**src/rtl/distribute_1x2_credit_ctrl_pkg.sv**
```systemverilog
// Shared types for the 1x2 distribute credit controller: switch commands, FSM states and grant rule.
// PARTIAL_MULTICAST_EN selects split (per-branch) multicast instead of atomic multicast.
package distribute_pkg;

  localparam logic [1:0] CMD_NA   = 2'b00;
  localparam logic [1:0] CMD_LOW  = 2'b01;
  localparam logic [1:0] CMD_HIGH = 2'b10;
  localparam logic [1:0] CMD_DUP  = 2'b11;

  typedef enum logic {
    ST_IDLE = 1'b0,
    ST_HOLD = 1'b1
  } state_e;

  // Which pending branches may be issued this cycle given per-branch credit availability.
  function automatic logic [1:0] grant_f(input logic [1:0] pending, input logic [1:0] avail);
`ifdef PARTIAL_MULTICAST_EN
    return pending & avail;
`else
    if (pending == CMD_DUP) begin
      return (avail == 2'b11) ? CMD_DUP : CMD_NA;
    end
    return pending & avail;
`endif
  endfunction

endpackage

```
**src/rtl/distribute_1x2_credit_ctrl_counter.sv**
```systemverilog
// Saturating per-branch credit counter; starts full at MAX_CREDIT and flags returns that would overflow.
module distribute_credit_counter #(
  parameter int CREDIT_WIDTH = 4,
  parameter int MAX_CREDIT   = 8
) (
  input  logic                    clk,
  input  logic                    rst,
  input  logic                    i_consume,
  input  logic                    i_return,
  output logic [CREDIT_WIDTH-1:0] o_cnt,
  output logic                    o_avail,
  output logic                    o_overflow
);

  localparam logic [CREDIT_WIDTH-1:0] MAX_CNT = CREDIT_WIDTH'(MAX_CREDIT);
  localparam logic [CREDIT_WIDTH-1:0] ONE     = CREDIT_WIDTH'(1);

  logic [CREDIT_WIDTH-1:0] r_cnt;
  logic                    w_dec;
  logic                    w_inc;

  // A simultaneous consume and return cancel out and leave the count untouched.
  assign o_avail    = (r_cnt != '0);
  assign w_dec      = i_consume & ~i_return & o_avail;
  assign w_inc      = i_return & ~i_consume & (r_cnt != MAX_CNT);
  assign o_overflow = i_return & ~i_consume & (r_cnt == MAX_CNT);
  assign o_cnt      = r_cnt;

  always_ff @(posedge clk) begin
    if (rst) begin
      r_cnt <= MAX_CNT;
    end else if (w_dec) begin
      r_cnt <= r_cnt - ONE;
    end else if (w_inc) begin
      r_cnt <= r_cnt + ONE;
    end
  end

endmodule

```
**src/rtl/distribute_1x2_credit_ctrl.sv**
```systemverilog
// Credit-based scheduler feeding one 1x2 distribute switch; never issues to a branch without a credit.
// Build option: define PARTIAL_MULTICAST_EN to let a dest=11 packet issue its branches in separate cycles.
module distribute_1x2_credit_ctrl
  import distribute_pkg::*;
#(
  parameter int DATA_WIDTH    = 32,
  parameter int COMMAND_WIDTH = 2,
  parameter int CREDIT_WIDTH  = 4,
  parameter int MAX_CREDIT    = 8
) (
  input  logic                      clk,
  input  logic                      rst,
  input  logic                      i_valid,
  output logic                      i_ready,
  input  logic [DATA_WIDTH-1:0]     i_data_bus,
  input  logic [1:0]                i_dest,
  input  logic [1:0]                i_credit_return,
  output logic                      o_sw_en,
  output logic                      o_sw_valid,
  output logic [COMMAND_WIDTH-1:0]  o_sw_cmd,
  output logic [DATA_WIDTH-1:0]     o_sw_data_bus,
  output logic [2*CREDIT_WIDTH-1:0] o_credit_cnt,
  output logic                      o_credit_err
);

  state_e                  r_state;
  logic [1:0]              r_pending;
  logic [DATA_WIDTH-1:0]   r_data;
  logic                    r_ready;
  logic                    r_credit_err;

  logic                    w_accept;
  logic [1:0]              w_avail;
  logic [1:0]              w_overflow;
  logic [1:0]              w_grant;
  logic [1:0]              w_pending_nxt;
  logic [CREDIT_WIDTH-1:0] w_cnt_lo;
  logic [CREDIT_WIDTH-1:0] w_cnt_hi;

  // Handshake: a packet transfers on a cycle where i_valid and i_ready are both high;
  // i_ready is only high while nothing is held, so at most one packet is ever in flight.
  assign w_accept      = i_valid & r_ready;
  assign w_grant       = (r_state == ST_HOLD) ? grant_f(r_pending, w_avail) : CMD_NA;
  assign w_pending_nxt = r_pending & ~w_grant;

  distribute_credit_counter #(
    .CREDIT_WIDTH (CREDIT_WIDTH),
    .MAX_CREDIT   (MAX_CREDIT)
  ) u_cnt_lo (
    .clk        (clk),
    .rst        (rst),
    .i_consume  (w_grant[0]),
    .i_return   (i_credit_return[0]),
    .o_cnt      (w_cnt_lo),
    .o_avail    (w_avail[0]),
    .o_overflow (w_overflow[0])
  );

  distribute_credit_counter #(
    .CREDIT_WIDTH (CREDIT_WIDTH),
    .MAX_CREDIT   (MAX_CREDIT)
  ) u_cnt_hi (
    .clk        (clk),
    .rst        (rst),
    .i_consume  (w_grant[1]),
    .i_return   (i_credit_return[1]),
    .o_cnt      (w_cnt_hi),
    .o_avail    (w_avail[1]),
    .o_overflow (w_overflow[1])
  );

  always_ff @(posedge clk) begin
    if (rst) begin
      r_state      <= ST_IDLE;
      r_pending    <= 2'b00;
      r_data       <= '0;
      r_ready      <= 1'b0;
      r_credit_err <= 1'b0;
    end else begin
      r_credit_err <= r_credit_err | (|w_overflow);
      case (r_state)
        ST_IDLE: begin
          r_ready <= 1'b1;
          // A dest=00 packet is consumed and dropped without leaving IDLE.
          if (w_accept && (i_dest != 2'b00)) begin
            r_data    <= i_data_bus;
            r_pending <= i_dest;
            r_state   <= ST_HOLD;
            r_ready   <= 1'b0;
          end
        end
        ST_HOLD: begin
          r_pending <= w_pending_nxt;
          if (w_pending_nxt == 2'b00) begin
            r_state <= ST_IDLE;
            r_ready <= 1'b1;
          end
        end
        default: begin
          r_state <= ST_IDLE;
        end
      endcase
    end
  end

  // Switch outputs decode registered state only; all-zero whenever nothing is issued.
  assign i_ready       = r_ready;
  assign o_sw_en       = |w_grant;
  assign o_sw_valid    = |w_grant;
  assign o_sw_cmd      = COMMAND_WIDTH'(w_grant);
  assign o_sw_data_bus = (|w_grant) ? r_data : '0;
  assign o_credit_cnt  = {w_cnt_hi, w_cnt_lo};
  assign o_credit_err  = r_credit_err;

endmodule

```
**config.mk**
```make
export PLATFORM = sky130hd
export DESIGN_NAME = distribute_1x2_credit_ctrl
export DESIGN_NICKNAME = d
export VERILOG_FILES = /design/src/rtl/distribute_1x2_credit_ctrl_pkg.sv /design/src/rtl/distribute_1x2_credit_ctrl_counter.sv /design/src/rtl/distribute_1x2_credit_ctrl.sv
export SDC_FILE = /design/constraint.sdc
export NUM_CORES = 1
export LEC_CHECK = 0
export BUFFER_PORTS_ARGS = -buffer_cell sky130_fd_sc_hd__buf_2
export CAP_MARGIN = 15
export CORE_UTILIZATION = 50
export DETAILED_ROUTE_END_ITERATION = 6
export PLACE_DENSITY = 0.8
export SYNTH_ARGS = -nofsm -noshare
export SYNTH_HDL_FRONTEND = slang
export SYNTH_SLANG_ARGS = --single-unit
```
**constraint.sdc**
```tcl
create_clock -name clk -period 3.05 [get_ports clk]
set_input_delay 0.305 -clock clk [delete_from_list [all_inputs] [get_ports clk]]
set_output_delay 0.305 -clock clk [all_outputs]
set_load 0.01 [all_outputs]
```
* Word level (Yosys, flattened, before mapping)
Cells that the tools add are included.
Word-level totals: register bits after elaboration 45, bits of input ports 39, output and inout bits 46, logic and storage cells 67
Cells by class: muxes and demuxes 18, bitwise gates (word level) 20, add/subtract/negate cells 4, reductions and logical operators 10, eq/ne operators 8
Operators with widths (count):
- 32-bit 2-to-1 mux | 1
- 4-bit 2-to-1 mux | 4
- 1-bit bitwise AND | 11
- 2-bit 2-to-1 mux | 5
- 4-bit by 1-bit adder with 4-bit output (second input constant) | 2
- 4-bit equality test (second input constant) | 2
- 4-bit != test (second input constant) | 2
- 4-bit nonzero test | 2
- 4-bit by 1-bit subtractor with 4-bit output (second input constant) | 2
- 2-bit nonzero test | 3
- 1-bit 2-to-1 mux | 5
- 1-bit inverter | 5
- 2-bit bitwise AND | 2
- 2-bit equality test (second input constant) | 2
- 1-bit one-hot mux with 2 select lines | 2
- 2-bit one-hot mux with 2 select lines | 1
- 2-bit OR reduction | 2
- 2-bit zero test | 1
- 2-bit by 1-bit != test with 1-bit output (second input constant) | 1
- 2-bit != test (second input constant) | 1
- 2-bit inverter | 1
- 2-bit AND reduction | 1
- 1-bit logical AND | 1
- 1-bit OR | 1

* Logic depth before layout (Yosys ltp)
depth in word-level cells 11, mapped depth 10, gate-level depth less buffers 9

* By module
A second synthesis with hierarchy kept.
Second synthesis, totals: cell total of the unflattened synthesis 266, area, all modules 2551.2 sq um
Modules (own cells, without submodules):
- distribute_1x2_credit_ctrl | seq. area each 740.7 sq um, area an instance 1933.1 sq um, cells an instance 202, instances 1
- distribute_credit_counter | seq. area each 80.1 sq um, area an instance 309.0 sq um, cells an instance 32, instances 2

* Worst setup path after synthesis
Ideal clock, no wire load.
kind register -> register, start reg u_cnt_hi.r_cnt[0], in the netlist u_cnt_hi.o_cnt[0], end reg u_cnt_lo.r_cnt[3], in the netlist u_cnt_lo.o_cnt[3], period minus slack after synthesis 2263 ps, arrival 2181 ps, cell stages (with the launch flop) 10, library setup time 82 ps, path slack 787 ps, cells stage by stage dfxtp_1 > nor4_4 > a21o_2 > or2_4 > inv_2 > ha_1 > a21o_2 > a211o_1 > o22a_1 > o2111ai_1
Between the ends: word-level cells in the longest chain between the ends 10, elaborated cells between the ends (all ways) 13, classes of those cells eq/ne (1); mux (5); bitwise (5); reduce/logical (2)
RTL lines:
- start: declaration | RTL line distribute_1x2_credit_ctrl_counter.sv:18 | logic [CREDIT_WIDTH-1:0] r_cnt;
- start signal: assignment | RTL line distribute_1x2_credit_ctrl_counter.sv:33 | r_cnt <= r_cnt - ONE;
- start signal: assignment | RTL line distribute_1x2_credit_ctrl_counter.sv:35 | r_cnt <= r_cnt + ONE;
- 4-bit nonzero test (*) | RTL line distribute_1x2_credit_ctrl_counter.sv:23 | assign o_avail = (r_cnt != '0);
- 2-bit equality test (*) | RTL line distribute_1x2_credit_ctrl_pkg.sv:21 | return (avail == 2'b11) ? CMD_DUP : CMD_NA;
- 2-bit 2-to-1 mux (*) | RTL line distribute_1x2_credit_ctrl_pkg.sv:21
- 2-bit 2-to-1 mux (*) | RTL line distribute_1x2_credit_ctrl_pkg.sv:20 | if (pending == CMD_DUP) begin
- 2-bit 2-to-1 mux (*) | RTL line distribute_1x2_credit_ctrl_pkg.sv:23 | return pending & avail;
- 2-bit 2-to-1 mux (*) | RTL line distribute_1x2_credit_ctrl.sv:43 | assign w_grant = (r_state == ST_HOLD) ? grant_f(r_pending, w_avail) : CMD_NA;
- 1-bit inverter | RTL line distribute_1x2_credit_ctrl_counter.sv:25 | assign w_inc = i_return & ~i_consume & (r_cnt != MAX_CNT);
- 1-bit bitwise AND (2 in a row) | RTL line distribute_1x2_credit_ctrl_counter.sv:25
- 2-bit nonzero test (no source line)
- end signal: assignment | RTL line distribute_1x2_credit_ctrl_counter.sv:33
- end signal: assignment | RTL line distribute_1x2_credit_ctrl_counter.sv:35
- end: declaration | RTL line distribute_1x2_credit_ctrl_counter.sv:18
Every way passes the cells marked *; elsewhere a longest branch is shown, timed or not. The select of a mux whose other input is x is not followed. A chain may end at the register's enable or synchronous reset.

* Worst setup path after layout
start reg u_cnt_hi.r_cnt[1], in the netlist u_cnt_hi.o_cnt[1], end out o_sw_data_bus[6]
Between the ends: word-level cells in the longest chain between the ends 8, elaborated cells between the ends (all ways) 9, classes of those cells eq/ne (1); mux (5); bitwise (1); reduce/logical (2)
RTL lines:
- 4-bit nonzero test (*) | RTL line distribute_1x2_credit_ctrl_counter.sv:23
- 2-bit equality test | RTL line distribute_1x2_credit_ctrl_pkg.sv:21
- 2-bit 2-to-1 mux | RTL line distribute_1x2_credit_ctrl_pkg.sv:21
- 2-bit 2-to-1 mux | RTL line distribute_1x2_credit_ctrl_pkg.sv:20
- 2-bit 2-to-1 mux (*) | RTL line distribute_1x2_credit_ctrl_pkg.sv:23
- 2-bit 2-to-1 mux (*) | RTL line distribute_1x2_credit_ctrl.sv:43
- 2-bit OR reduction (*) | RTL line distribute_1x2_credit_ctrl.sv:111 | assign o_sw_data_bus = (|w_grant) ? r_data : '0;
- 32-bit 2-to-1 mux (*) | RTL line distribute_1x2_credit_ctrl.sv:111
- end: declaration | RTL line distribute_1x2_credit_ctrl.sv:21 | output logic [DATA_WIDTH-1:0] o_sw_data_bus,
Marked as above.

==> results by group <==
Cells and area
  • Ant diodes: 0
  • Most common cell after layout, fill and taps aside: buf_2
  • Most frequent cells in the layout: 84 x buf_2, 73 x nand2_1, 45 x dfxtp_1
  • # fillers: 425
  • Final #Nets: 419
  • Share of layout cells above drive strength 1: 30.93%
  • Area grow syn2layout: 19.54%
  • Layout Cells excl Fill: 427

Drt
  • Routed vias/inst: 5.328
  • Final WL: 5565 um
  • WL/cell: 13.03 um
  • Initial DRC count: 216
  • DRT Pass-1 Iters: 4
  • DRT antenna net count: 0
  • Via Count: 2275
  • DRC: 0

CTS
  • Num CTS Buffers: 5
  • CTS sink cnt: 45
  • H-tree depth: 2
  • Cts hold-fix bufs: 0
  • Post-CTS Setup Bufs: 0
  • CTS tree: yes
  • Clk buf depth: 2
  • Clock Latency Late Sink: 300 ps
  • Cts repair resizes: 0
  • Root buf cell: clkbuf_8
  • Reg clk slew, reported paths: 90 ps

Critical path
  • Reg2Reg Setup Slack: 580 ps
  • Worst Path Arrival: 2330 ps
  • Max FO, Critical Path: 21
  • Worst setup EP type: output pin
  • Reg-to-Reg Start: u_cnt_hi.o_cnt[1]$_SDFFE_PP0P_
  • CP Data Required Time: 2740 ps
  • Reg2reg end: u_cnt_lo.o_cnt[3]$_SDFFE_PP1P_
  • Startpoint Class: register
  • WS Path Type: register to output pin
  • R2R cell count: 9

Placement
  • Port Buffer Count: 84
  • Final HPWL DP: 3961 um
  • Gpl congestion: 0.8516
  • DP Cell Count: 419

Global routing
  • GR Util All Layers: 22.08%
  • Vias in the first global route: 2097
  • First-pass GRT wire length: 8901 um
  • Total grt overflow: 0
  • Largest net degree at the start of global routing: 35
  • Initial antenna violation count: 0

STA
  • Fin. Hold Viols: 0
  • Worst slew pin tran: 692.8 ps
  • Max Fclk: 378.9 MHz
  • Final Skew: 6.775 ps
  • Period utilization: 86.54%
  • Crit path time final: 2640 ps
  • RSZ-0062 raised after global routing: no
  • Setup TNS: 0 ps
  • Setup violators final: 0
  • Worst hold slack: 227.2 ps
  • Worst slew margin relative to its limit: 53.46%
  • Max Slew Vio Count: 0

Power and ir drop
  • Peak supply drop: 0.0002987 V
  • LEAKAGE: 1.320 nW
  • PwrDens: 381.3 mW/mm^2
  • Total Power: 0.001104 W

Floorplanning
  • Initial Util: 53.75%
  • Die W: 71.59 um
  • Rows: 24
  • Die area: 0.005124 mm^2
  • Core Region: 0.004504 mm^2
  • I/O pin total: 85
  • DIE HEIGHT: 71.59 um

Synth
  • Post-synthesis sequential area ratio: 37.21%
  • Largest family of logic cells by synthesized area: simple AND/OR/NAND/NOR gates
  • Mapped Area: 0.002421 mm^2
  • Mux share of post-synthesis cell area: 1.550%
  • Synth cell types: 52
  • Top FF cell, synth: dfxtp_1
  • Count of state elements after synthesis: 45
  • Post-synthesis compound-gate area fraction: 20.10%
  • Post-Synth Adder-Cell Area: 3.721%
  • Cells after synthesis: 303
  • Syn_nets: 348
  • Ys Warns: 0
  • Xor/xnor cell area share of the yosys netlist: 1.085%
  • Post-synth ARST share: 0%
  • Simple-Gate Fraction of Synth Area: 29.56%
  • Synth Area per Inst: 7.990 um^2
  • EDFF count, synth: 0

Job
  • Max_cap viols: 0

Min path
  • Hold path endpoint: r_data[11]$_SDFFE_PP0P_
  • HP Class: primary input to register
  • Hold Crit Start: i_data_bus[11]
  • Hold Path Depth: 3

Status
  • Outcome: completed
[worst max-delay path, cell delays in order, from the launching register on]
cell and delay, ps:
dfxtp_1 510, nor4_4 120, and2_1 230, nor3_2 560, buf_4 320, and2_1 160, buf_2 130
[routing by layer]
layer / wire, um / share of wire, % / GRT usage [%]
met1: 2491 / 45 / 25.53
met2: 2736 / 49 / 39.68
met3: 241 / 4.3 / 4.641
met4: 95 / 1.7 / 9.150
met5: 0 / 0 / 0
[cell families after synthesis]
| kind of cell | count (synthesis) |
|---|---|
| and+or+nand+nor | 140 |
| AOI/OAI and AO/OA | 74 |
| DFF | 45 |
| buffers and inverters | 32 |
| adders and majority gates | 6 |
| xor gates and xnor gates | 3 |
| muxes | 3 |
[worst max-delay path by stage]
| stage | from | end | slack, ps | depth (start not counted) |
|---|---|---|---|---|
| after floorplan | u_cnt_hi.o_cnt[0]$_SDFFE_PP0P_ | u_cnt_lo.o_cnt[3]$_SDFFE_PP1P_ | 790 | 9 |
| after global placement | u_cnt_lo.o_cnt[1]$_SDFFE_PP0P_ | u_cnt_hi.o_cnt[3]$_SDFFE_PP1P_ | 730 | 9 |
| after detailed placement | u_cnt_hi.o_cnt[1]$_SDFFE_PP0P_ | u_cnt_lo.o_cnt[3]$_SDFFE_PP1P_ | 610 | 9 |
| after CTS | u_cnt_hi.o_cnt[1]$_SDFFE_PP0P_ | o_sw_data_bus[1] | 350 | 6 |
| after global routing | u_cnt_hi.o_cnt[1]$_SDFFE_PP0P_ | o_sw_data_bus[7] | 230 | 6 |
| final | u_cnt_hi.o_cnt[1]$_SDFFE_PP0P_ | o_sw_data_bus[6] | 410 | 6 |
[flip-flops by register name, summed over array words and instances, names as in the netlist]
name and flops:
r_data 32, u_cnt_hi.o_cnt 4, u_cnt_lo.o_cnt 4, r_pending 2, i_ready 1, o_credit_err 1, r_state 1
[Yosys cell counts, types with 3 or more instances]
cell type	number	area share [%]
inv_1	7	1.1
nand2_1	73	11
a21oi_1	40	8.3
dfxtp_1	45	37
buf_4	4	1.2
a21o_2	3	1.1
nor2_1	7	1.1
nand3_1	5	1.0
nand3b_1	3	0.93
a211o_1	3	1.1
and2_1	34	8.8
ha_1	4	2.1
a31oi_1	4	1.0
o21ai_0	5	1.0
clkbuf_1	14	2.2
[stage by stage]
stage | instance area (um^2) | worst slack (ps) | util, %
after floorplan | 2421 | 787.1 | -
after global placement | 2804 | 726.5 | 62.25
after detailed placement | 2804 | 610.8 | 62.25
after CTS | 2894 | 350.0 | 64.25
after global routing | 2894 | 233.9 | 64.25
final | 2894 | 410.5 | 64.25
[where the power goes]
| group | internal, W | leakage, nW | switching, W | total, W |
|---|---|---|---|---|
| logic | 0.0000437 | 0.910 | 0.0000602 | 0.000104 |
| registers | 0.000609 | 0.366 | 0.0000131 | 0.000622 |
| clock network | 0.000163 | 0.0445 | 0.000215 | 0.000377 |
| total | 0.000815 | 1.32 | 0.000288 | 0.00110 |
[final cells by class]
type / instances / area (um^2) / share of cell area [%]
multi-input combinational: 226 / 1359 / 46.95
sequential: 45 / 900.9 / 31.13
timing repair buffer: 87 / 442.9 / 15.30
clock buffer: 5 / 68.82 / 2.378
tap: 52 / 65.06 / 2.248
inverter: 9 / 36.28 / 1.254
clock inverter: 3 / 21.27 / 0.7350
Note: power is estimated with default switching activity, not from simulation.
